## src/rtl/cnn_window_gen.sv

```systemverilog
// Streaming window generator: two line buffers plus a 3x3 shift register build 3x3 windows,
// or pass single pixels in 1x1 mode. Optional `CNN_WIN_CNT_EN adds the o_win_count output.
module cnn_window_gen #(
  parameter int W_SIZE    = 12,
  parameter int MAX_WIDTH = 256
) (
  input  logic              clk,
  input  logic              rstn,
  input  logic              i_data_run,
  input  logic              i_end_frame,
  input  logic [W_SIZE-1:0] i_row,
  input  logic [W_SIZE-1:0] i_col,
  input  logic [W_SIZE-1:0] i_width,
  input  logic [W_SIZE-1:0] i_height,
  input  logic              i_is_conv3x3,
  input  logic [7:0]        i_pixel,
  output logic              o_win_valid,
  output logic [71:0]       o_win,
  output logic [W_SIZE-1:0] o_win_row,
  output logic [W_SIZE-1:0] o_win_col,
`ifdef CNN_WIN_CNT_EN
  output logic [2*W_SIZE:0] o_win_count,
`endif
  output logic              o_frame_done
);

  localparam int AW = (MAX_WIDTH > 1) ? $clog2(MAX_WIDTH) : 1;
  localparam logic [W_SIZE:0] MAXW_L = (W_SIZE + 1)'(MAX_WIDTH);

  typedef enum logic [1:0] {
    IDLE   = 2'd0,
    FILL   = 2'd1,
    ACTIVE = 2'd2,
    DONE   = 2'd3
  } state_t;

  state_t state_q, state_d;
  logic              mode_q, mode_d;
  logic [7:0]        lb0_q [MAX_WIDTH];
  logic [7:0]        lb1_q [MAX_WIDTH];
  logic [71:0]       sr_q, sr_d;
  logic              valid_q, valid_d;
  logic [71:0]       owin_q, owin_d;
  logic [W_SIZE-1:0] orow_q, orow_d, ocol_q, ocol_d;
  logic              done_q;

  logic          pix_s, in_range_s, start_s, last_s, fill_done_s, in_frame_s, mode_eff_s, win_go_s;
  logic [AW-1:0] lb_idx_s;
  logic [7:0]    lb0_rd_s, lb1_rd_s;

  assign pix_s       = i_data_run && !i_end_frame;
  assign in_range_s  = ({1'b0, i_col} < MAXW_L);
  assign lb_idx_s    = i_col[AW-1:0];
  assign lb0_rd_s    = in_range_s ? lb0_q[lb_idx_s] : 8'd0;
  assign lb1_rd_s    = in_range_s ? lb1_q[lb_idx_s] : 8'd0;
  // DONE swallows a row0/col0 pixel: the frame after it starts only from IDLE.
  assign start_s     = pix_s && (i_row == {W_SIZE{1'b0}}) && (i_col == {W_SIZE{1'b0}}) && (state_q != DONE);
  assign last_s      = pix_s && (i_row == i_height - W_SIZE'(1)) && (i_col == i_width - W_SIZE'(1));
  assign fill_done_s = pix_s && (i_row == W_SIZE'(2)) && (i_col == {W_SIZE{1'b0}});
  assign in_frame_s  = start_s || (state_q == FILL) || (state_q == ACTIVE);
  assign mode_eff_s  = start_s ? i_is_conv3x3 : mode_q;
  assign win_go_s    = pix_s && in_range_s && in_frame_s &&
                       (mode_eff_s ? ((i_row >= W_SIZE'(2)) && (i_col >= W_SIZE'(2))) : 1'b1);

  // Frame sequencing and mode latch.
  always_comb begin
    state_d = state_q;
    mode_d  = mode_q;
    case (state_q)
      IDLE, FILL, ACTIVE: begin
        if (start_s) begin
          mode_d = i_is_conv3x3;
          if (last_s) begin
            state_d = DONE;
          end else begin
            state_d = i_is_conv3x3 ? FILL : ACTIVE;
          end
        end else if (state_q == IDLE) begin
          state_d = IDLE;
        end else if (last_s) begin
          state_d = DONE;
        end else if ((state_q == FILL) && fill_done_s) begin
          state_d = ACTIVE;
        end else begin
          state_d = state_q;
        end
      end
      DONE:    state_d = IDLE;
      default: state_d = IDLE;
    endcase
  end

  // Shift register advance and next window outputs.
  always_comb begin
    sr_d    = sr_q;
    valid_d = 1'b0;
    owin_d  = owin_q;
    orow_d  = orow_q;
    ocol_d  = ocol_q;
    if (pix_s) begin
      sr_d = {i_pixel, sr_q[71:64], sr_q[63:56],
              lb0_rd_s, sr_q[47:40], sr_q[39:32],
              lb1_rd_s, sr_q[23:16], sr_q[15:8]};
    end else begin
      sr_d = sr_q;
    end
    if (win_go_s) begin
      valid_d = 1'b1;
      if (mode_eff_s) begin
        owin_d = sr_d;
        orow_d = i_row - W_SIZE'(2);
        ocol_d = i_col - W_SIZE'(2);
      end else begin
        owin_d = {i_pixel, 64'd0};
        orow_d = i_row;
        ocol_d = i_col;
      end
    end else begin
      valid_d = 1'b0;
    end
  end

  // Line buffers: contents need no reset.
  always_ff @(posedge clk) begin
    if (pix_s && in_range_s) begin
      lb1_q[lb_idx_s] <= lb0_q[lb_idx_s];
      lb0_q[lb_idx_s] <= i_pixel;
    end
  end

  // Control, shift register and output registers.
  always_ff @(posedge clk or negedge rstn) begin
    if (!rstn) begin
      state_q <= IDLE;
      mode_q  <= 1'b0;
      sr_q    <= 72'd0;
      valid_q <= 1'b0;
      owin_q  <= 72'd0;
      orow_q  <= {W_SIZE{1'b0}};
      ocol_q  <= {W_SIZE{1'b0}};
      done_q  <= 1'b0;
    end else begin
      state_q <= state_d;
      mode_q  <= mode_d;
      sr_q    <= sr_d;
      valid_q <= valid_d;
      owin_q  <= owin_d;
      orow_q  <= orow_d;
      ocol_q  <= ocol_d;
      done_q  <= (state_d == DONE);
    end
  end

  assign o_win_valid  = valid_q;
  assign o_win        = owin_q;
  assign o_win_row    = orow_q;
  assign o_win_col    = ocol_q;
  assign o_frame_done = done_q;

`ifdef CNN_WIN_CNT_EN
  logic [2*W_SIZE:0] cnt_q, cnt_d;

  // Per-frame window count.
  always_comb begin
    cnt_d = cnt_q;
    if (start_s) begin
      cnt_d = {(2*W_SIZE+1){1'b0}};
    end else if (valid_q) begin
      cnt_d = cnt_q + (2*W_SIZE+1)'(1);
    end else begin
      cnt_d = cnt_q;
    end
  end

  // Counter register.
  always_ff @(posedge clk or negedge rstn) begin
    if (!rstn) begin
      cnt_q <= {(2*W_SIZE+1){1'b0}};
    end else begin
      cnt_q <= cnt_d;
    end
  end

  assign o_win_count = cnt_q;
`endif

endmodule

```

## config.mk

```make
export PLATFORM = sky130hd
export DESIGN_NAME = cnn_window_gen
export DESIGN_NICKNAME = d
export VERILOG_FILES = /design/src/rtl/cnn_window_gen.sv
export SDC_FILE = /design/constraint.sdc
export NUM_CORES = 2
export LEC_CHECK = 0
export CORE_MARGIN = 2
export CORE_UTILIZATION = 60
export DETAILED_ROUTE_END_ITERATION = 16
export PLACE_DENSITY = 0.76
export RECOVER_POWER = 25
export SLEW_MARGIN = 20
export SYNTH_ARGS = -nofsm -noshare
export SYNTH_HDL_FRONTEND = slang
export SYNTH_SLANG_ARGS = --single-unit
```

## constraint.sdc

```tcl
create_clock -name clk -period 24 [get_ports clk]
set_input_delay 3.6 -clock clk [delete_from_list [all_inputs] [get_ports clk]]
set_output_delay 3.6 -clock clk [all_outputs]
set_load 0.01 [all_outputs]
```

# Word level (Yosys, flattened, before mapping)
# Memory sizes are Yosys's and may differ from the RTL's.
# Index checks and enable logic that the tools add are counted.
[classes] add_sub_neg=4 n_reduce_logical=20 order_cmp=3 mux=18 eq_ne=8
[ops] operator="2-to-1 mux 72 bit" n=2
[ops] operator="equality test 12 bit" n=2
[ops] operator=">= comparator 12 x 2 -> 1 bit (second input constant)" n=2
[ops] operator="zero test 12 bit" n=2
[ops] operator="2-to-1 mux 12 bit" n=2
[ops] operator="subtractor 12 x 1 -> 12 bit (second input constant)" n=2
[ops] operator="subtractor 12 x 2 -> 12 bit (second input constant)" n=2
[ops] operator="2-to-1 mux 8 bit" n=2
[ops] operator="logical AND 1 bit" n=13
[ops] operator="equality test 12 x 2 -> 1 bit (second input constant)" n=1
[ops] operator="< comparator 12 x 9 -> 1 bit (second input constant)" n=1
[ops] operator="2-to-1 mux 2 bit" n=6
[ops] operator="equality test 2 bit (second input constant)" n=3
[ops] operator="2-to-1 mux 1 bit" n=5
[ops] operator="case mux 2 bit (2 select lines)" n=1
[ops] operator="OR reduction 3 bit" n=1
[ops] operator="equality test 2 x 1 -> 1 bit (second input constant)" n=1
[ops] operator="zero test 2 bit" n=1
[ops] operator="logical OR 1 bit" n=2
[ops] operator="!= test 2 bit (second input constant)" n=1
[ops] operator="zero test 1 bit" n=1
[word_totals] out_inout_bits=98 register_bits=173 wordCells=63 n_memories=2 mem_bits_rw=4096
[memory_table] memory="lb0_q" words=256 width=8 read_ports=1 rd_clocked_by_memory_dff=0 write_ports=1 line="39" text="logic [7:0] lb0_q [MAX_WIDTH];"
[memory_table] memory="lb1_q" words=256 width=8 read_ports=1 rd_clocked_by_memory_dff=0 write_ports=1 line="40" text="logic [7:0] lb1_q [MAX_WIDTH];"

# Longest topological paths before layout
[depth] depth_word=11 ltp_mapped=14 ltp_nobuf=9

# Worst setup path before layout
# No wires, ideal clock.
[synth_path] path_type="input-to-reg" startpoint="input port i_col[0]" endpoint="memory lb1_q[0][6] (data pin)" setup_ns=2.835 cell_stages=10 t_arrival_ns=19.061 t_required_ns=21.165 path_buffers=6 slack_ns=2.104 cell_sequence="buf_4 -> buf_4 -> buf_4 -> buf_2 -> buf_2 -> buf_2 -> a211oi_1 -> a221oi_1 -> a2111oi_0 -> nor4_1"
[synth_between] elab_chain_cells=1
[synth_rtl] element="from (decl)" line="12" text="input logic [W_SIZE-1:0] i_col,"
[synth_rtl] element="memory (256 x 8 bit)"
[synth_rtl] element="to (decl)" line="40"
# Every way passes these cells.

# Final worst setup path
[layout_path] startpoint="input port i_pixel[0]" endpoint="memory lb0_q[152][0] (data pin)"
[layout_rtl] element="from (decl)" line="16" text="input logic [7:0] i_pixel,"
[layout_rtl] element="to (decl)" line="39"
# No word-level cell before the write port.

==> results.md <==
Status:
- The flow ran to the end, but the final reports show violations.
- The checks that failed: capacitance limit, slew limit.

Synth:
- The post-synthesis net count is just under 9000.
- After synthesis, the netlist uses 74 different library cells.
- The sequential share of the synthesized area is 77.0%.
- In the synthesized netlist the dominant register cell turns out to be edfxtp_1.
- The number of synthesis warnings is 0.
- For this run, asynchronously set or reset flops after synthesis account for under 10%.
- The synthesized flop and latch total is ~4300.
- In this run, synthesis inferred 4096 flip-flops with an integrated enable.
- Synthesis handed over a netlist of 8714 instances.
- The synthesized area per cell is around 19 µm².
- The area of the mapped netlist is between 150000 and 200000 µm².

Timing:
- The number of hold violations in the final report is 0.
- The smallest hold slack is approximately 0.47 ns.
- At the pin with the least slew margin, the transition time is 6.54 ns.
- Setup repair after global routing left no endpoint under its margin.
- The shortest period the worst path allows is 13.78 ns.
- The portion of the clock cycle consumed by the worst path in the final layout is between 50% and 60%.
- The max-slew violation count is around 2300.
- The summed negative setup slack over all endpoints is 0 ns.
- The maximum clock frequency is about 73 MHz.
- Across the routed clock network, the largest skew measured is 0.0858 ns.
- The normalized max-slew margin is -336%.
- The post-route worst setup slack is approximately 10 ns.
- Setup violations remaining at the end of the flow were counted as 0.

Worst hold path:
- The number of cells on the worst hold path is 2.
- The worst min-delay path class is flip-flop to flip-flop.

Placement:
- The count of placed standard cells including taps is ~12000.
- The total of buffers placed on input and output ports is 158.
- At the end of routability-driven placement, the weighted congestion stood at about 0.87.
- Prior to clock tree synthesis, the placed netlist has a worst setup slack of approximately 13 ns.
- The HPWL reported at the end of detailed placement is 249 mm.

Clocking:
- No sink is reached through more buffers than the 4 on the longest clock path.
- The number of gates given a new drive strength after cts is 0.
- The root buffer cell chosen for the clock tree is clkbuf_16.
- The number of hold buffers added after CTS was 0.
- Clock latency on the worst-skew pair, taken at its later pin, is between 1 and 1.5 ns.
- The CTS buffer count is 416.
- The clock sink count is ~4300.
- The H-tree was split into 5 levels.
- TritonCTS built the clock tree.
- The clock edge transition at the registers on the reported setup and hold paths is roughly 0.060 ns.
- The number of post-CTS setup repair buffers is 0.

Global route:
- The final global-route overflow total is 0.
- The first global-routing pass estimated approximately 630 mm of wire.
- Entering global routing, the biggest net connects between 150 and 200 pins.
- The number of antenna violations at the first check in global routing was 22.
- Global routing used a little under a third of the available tracks.
- The number of global-route vias before repair was just under 90000.

Routing:
- The detailed-route wire length on metal 1 is approximately 150 mm.
- Detailed routing inserted a total of slightly below 90000 vias.
- In the routed design, unresolved DRC markers number 0.
- The detailed router used layers up to and including met5.
- The length of routed met2 wiring is 203 mm.
- The remaining antenna violation count after routing is 0.
- The via density per instance is 6.83.
- The met3 wire length is around 57 mm.
- The total wire length after detailed routing is 437 mm.
- For this block, the initial DRC count from the detailed router was between 10000 and 15000.
- The final routed wire length divided by cell count is between 30 and 40 µm.
- Before antenna repair, the detailed router went through 6 iterations.

Floorplanning:
- approximately 160 I/O pins were placed.
- The floorplan step set the die width to 529 µm.
- Measured along the y axis, the die boundary spans 529 µm.
- For this configuration, the core starts out at a cell density of approximately three fifths.
- The area of the die is around 280000 µm².
- After floorplanning, the core was sized to cover roughly 270000 µm².
- The number of core rows is about 190.

Job:
- The max-capacitance violation count is 27.

Power and ir drop:
- The analysis attributes to net switching a power of 0.00344 W.
- The clock network accounts for 40.9% of the total power.
- The leakage power total is a little over 60 nW.
- Combinational logic burns about 5.5% of the power.
- The overall power after layout is between 0.015 and 0.02 W.
- The ratio of total power to cell area is between 80 and 90 nW/µm².
- The share of total power consumed by net switching is between 20% and 30%.
- The internal power is 0.0121 W.
- Of the total power, registers draw approximately 54%.
- Across the VDD grid, the largest voltage drop is 103 µV.

Finish:
- The post-route netlist has ~17% of its cells at a drive strength greater than 1.
- The filler cell count is about 17000.
- For this run, the number of standard cells in the final layout without fillers is approximately 13000.
- In the layout the commonest cells are edfxtp_1 (4096), mux2i_1 (984), mux4_2 (543).
- The final layout contains ~9200 nets.
- The area growth from synthesis to layout is 12.3%.
- The most frequent standard cell in the layout excluding fill and tap cells is edfxtp_1.

Worst setup path:
- Data on the critical path arrives at its endpoint at 13.83 ns.
- By startpoint and endpoint, the worst setup path is classified as primary input to flip-flop.
- In this run the worst path has a maximum fanout of around 100.
- The nature of the critical path endpoint is a flip-flop.
- Measured in cells, the most critical reg-to-reg path has a length of 8.
- The launching element type of the critical path is a primary input.
- The data required time of the worst path is 24.05 ns.
[critical path: stages]
cell	delay [ns]
clkbuf_1	4.01
clkbuf_1	2.51
clkbuf_1	3.42
[layer usage]
metal  vias up  track usage [%]
met5         -                0
met4         8             13.7
met3       994             7.63
met2      6159             47.7
met1     45800             43.0
li1      36200                -
[synthesized netlist by cell type (10+ instances only)]
library cell,number,share of area [%]
a221o_1,16,0.097
xor2_1,15,0.079
inv_1,15,0.034
nand4b_1,10,0.053
mux2_2,17,0.12
and3_1,25,0.095
nor2_1,278,0.63
a22oi_1,328,1.5
nor3_1,41,0.12
nor4_1,20,0.076
a2111oi_0,24,0.13
o21ai_1,49,0.15
buf_4,43,0.20
buf_1,49,0.11
o21ai_0,77,0.23
nand3_1,268,0.81
a31oi_1,54,0.20
a221oi_1,34,0.18
a21oi_1,187,0.57
xnor2_1,32,0.17
mux2i_1,984,6.0
a211oi_1,21,0.095
o221ai_1,33,0.17
o211ai_1,19,0.086
a22o_1,79,0.42
or3_1,30,0.11
mux4_2,543,7.4
o22ai_1,42,0.16
nand2_1,465,1.1
edfxtp_1,4096,74
dfrtp_1,173,2.6
buf_2,148,0.45
clkbuf_1,299,0.68
nor2b_1,25,0.095
nand4_1,52,0.20
[flip-flops by register name, indices dropped and copies added, names as in the netlist]
register / flops
o_win: 72
lb0_q: 2048
state_q: 2
o_win_valid: 1
o_win_row: 12
o_frame_done: 1
o_win_col: 12
mode_q: 1
sr_q: 72
lb1_q: 2048
[power by group through the flow]
stage               combinational, W  sequential (W)  clock [W]
CTS                         0.000844         0.00831    0.00639
global route                0.000898         0.00832    0.00667
detailed placement          0.000839         0.00846          0
finish                      0.000859         0.00832    0.00637
floorplan                   0.000448         0.00854          0
global placement            0.000812         0.00846          0
[kinds of logic after synthesis]
group	count (synthesis)	synth area share, %
flip-flops	4269	77.0
multiplexers	1544	13.5
AND/OR/NAND/NOR	1273	3.54
AO/OA/AOI/OAI	1014	4.25
buffers and inverters	562	1.51
XOR/XNOR	47	0.249
adder cells (fa/ha/maj)	5	0.0378
[metrics by stage]
stage	instance area, µm²	utilization, %
global route	186000	67.8
finish	186000	67.8
global placement	172000	63.0
floorplan	165000	-
detailed placement	173000	63.0
CTS	186000	67.8
[path summary, 6_finish.rpt]
kind	start	end	slack (ns)
max reg2reg	lb0_q[55][0]	lb1_q[90][0]	19.19
max	i_pixel[0]	lb0_q[152][0]	10.22
min reg2reg	sr_q[24]	sr_q[24]	0.47
min	sr_q[24]	sr_q[24]	0.47
max in group asynchronous	rstn	o_win_col[11]	13.88
min in group asynchronous	rstn	o_win[51]	4.23
[cell type report]
type / count / area, µm² / area share, %
clock inverters: 256 / 2450 / 1.32
diodes: 7 / 17.5 / 0.00943
inverters: 18 / 67.6 / 0.0364
repair buffers: 527 / 4410 / 2.38
clock buffers: 500 / 10800 / 5.81
multi-input cells: 3883 / 36200 / 19.5
flip-flops and latches: 4269 / 127000 / 68.5
well taps: 3589 / 4490 / 2.42
(Power assumes the default switching activity.)
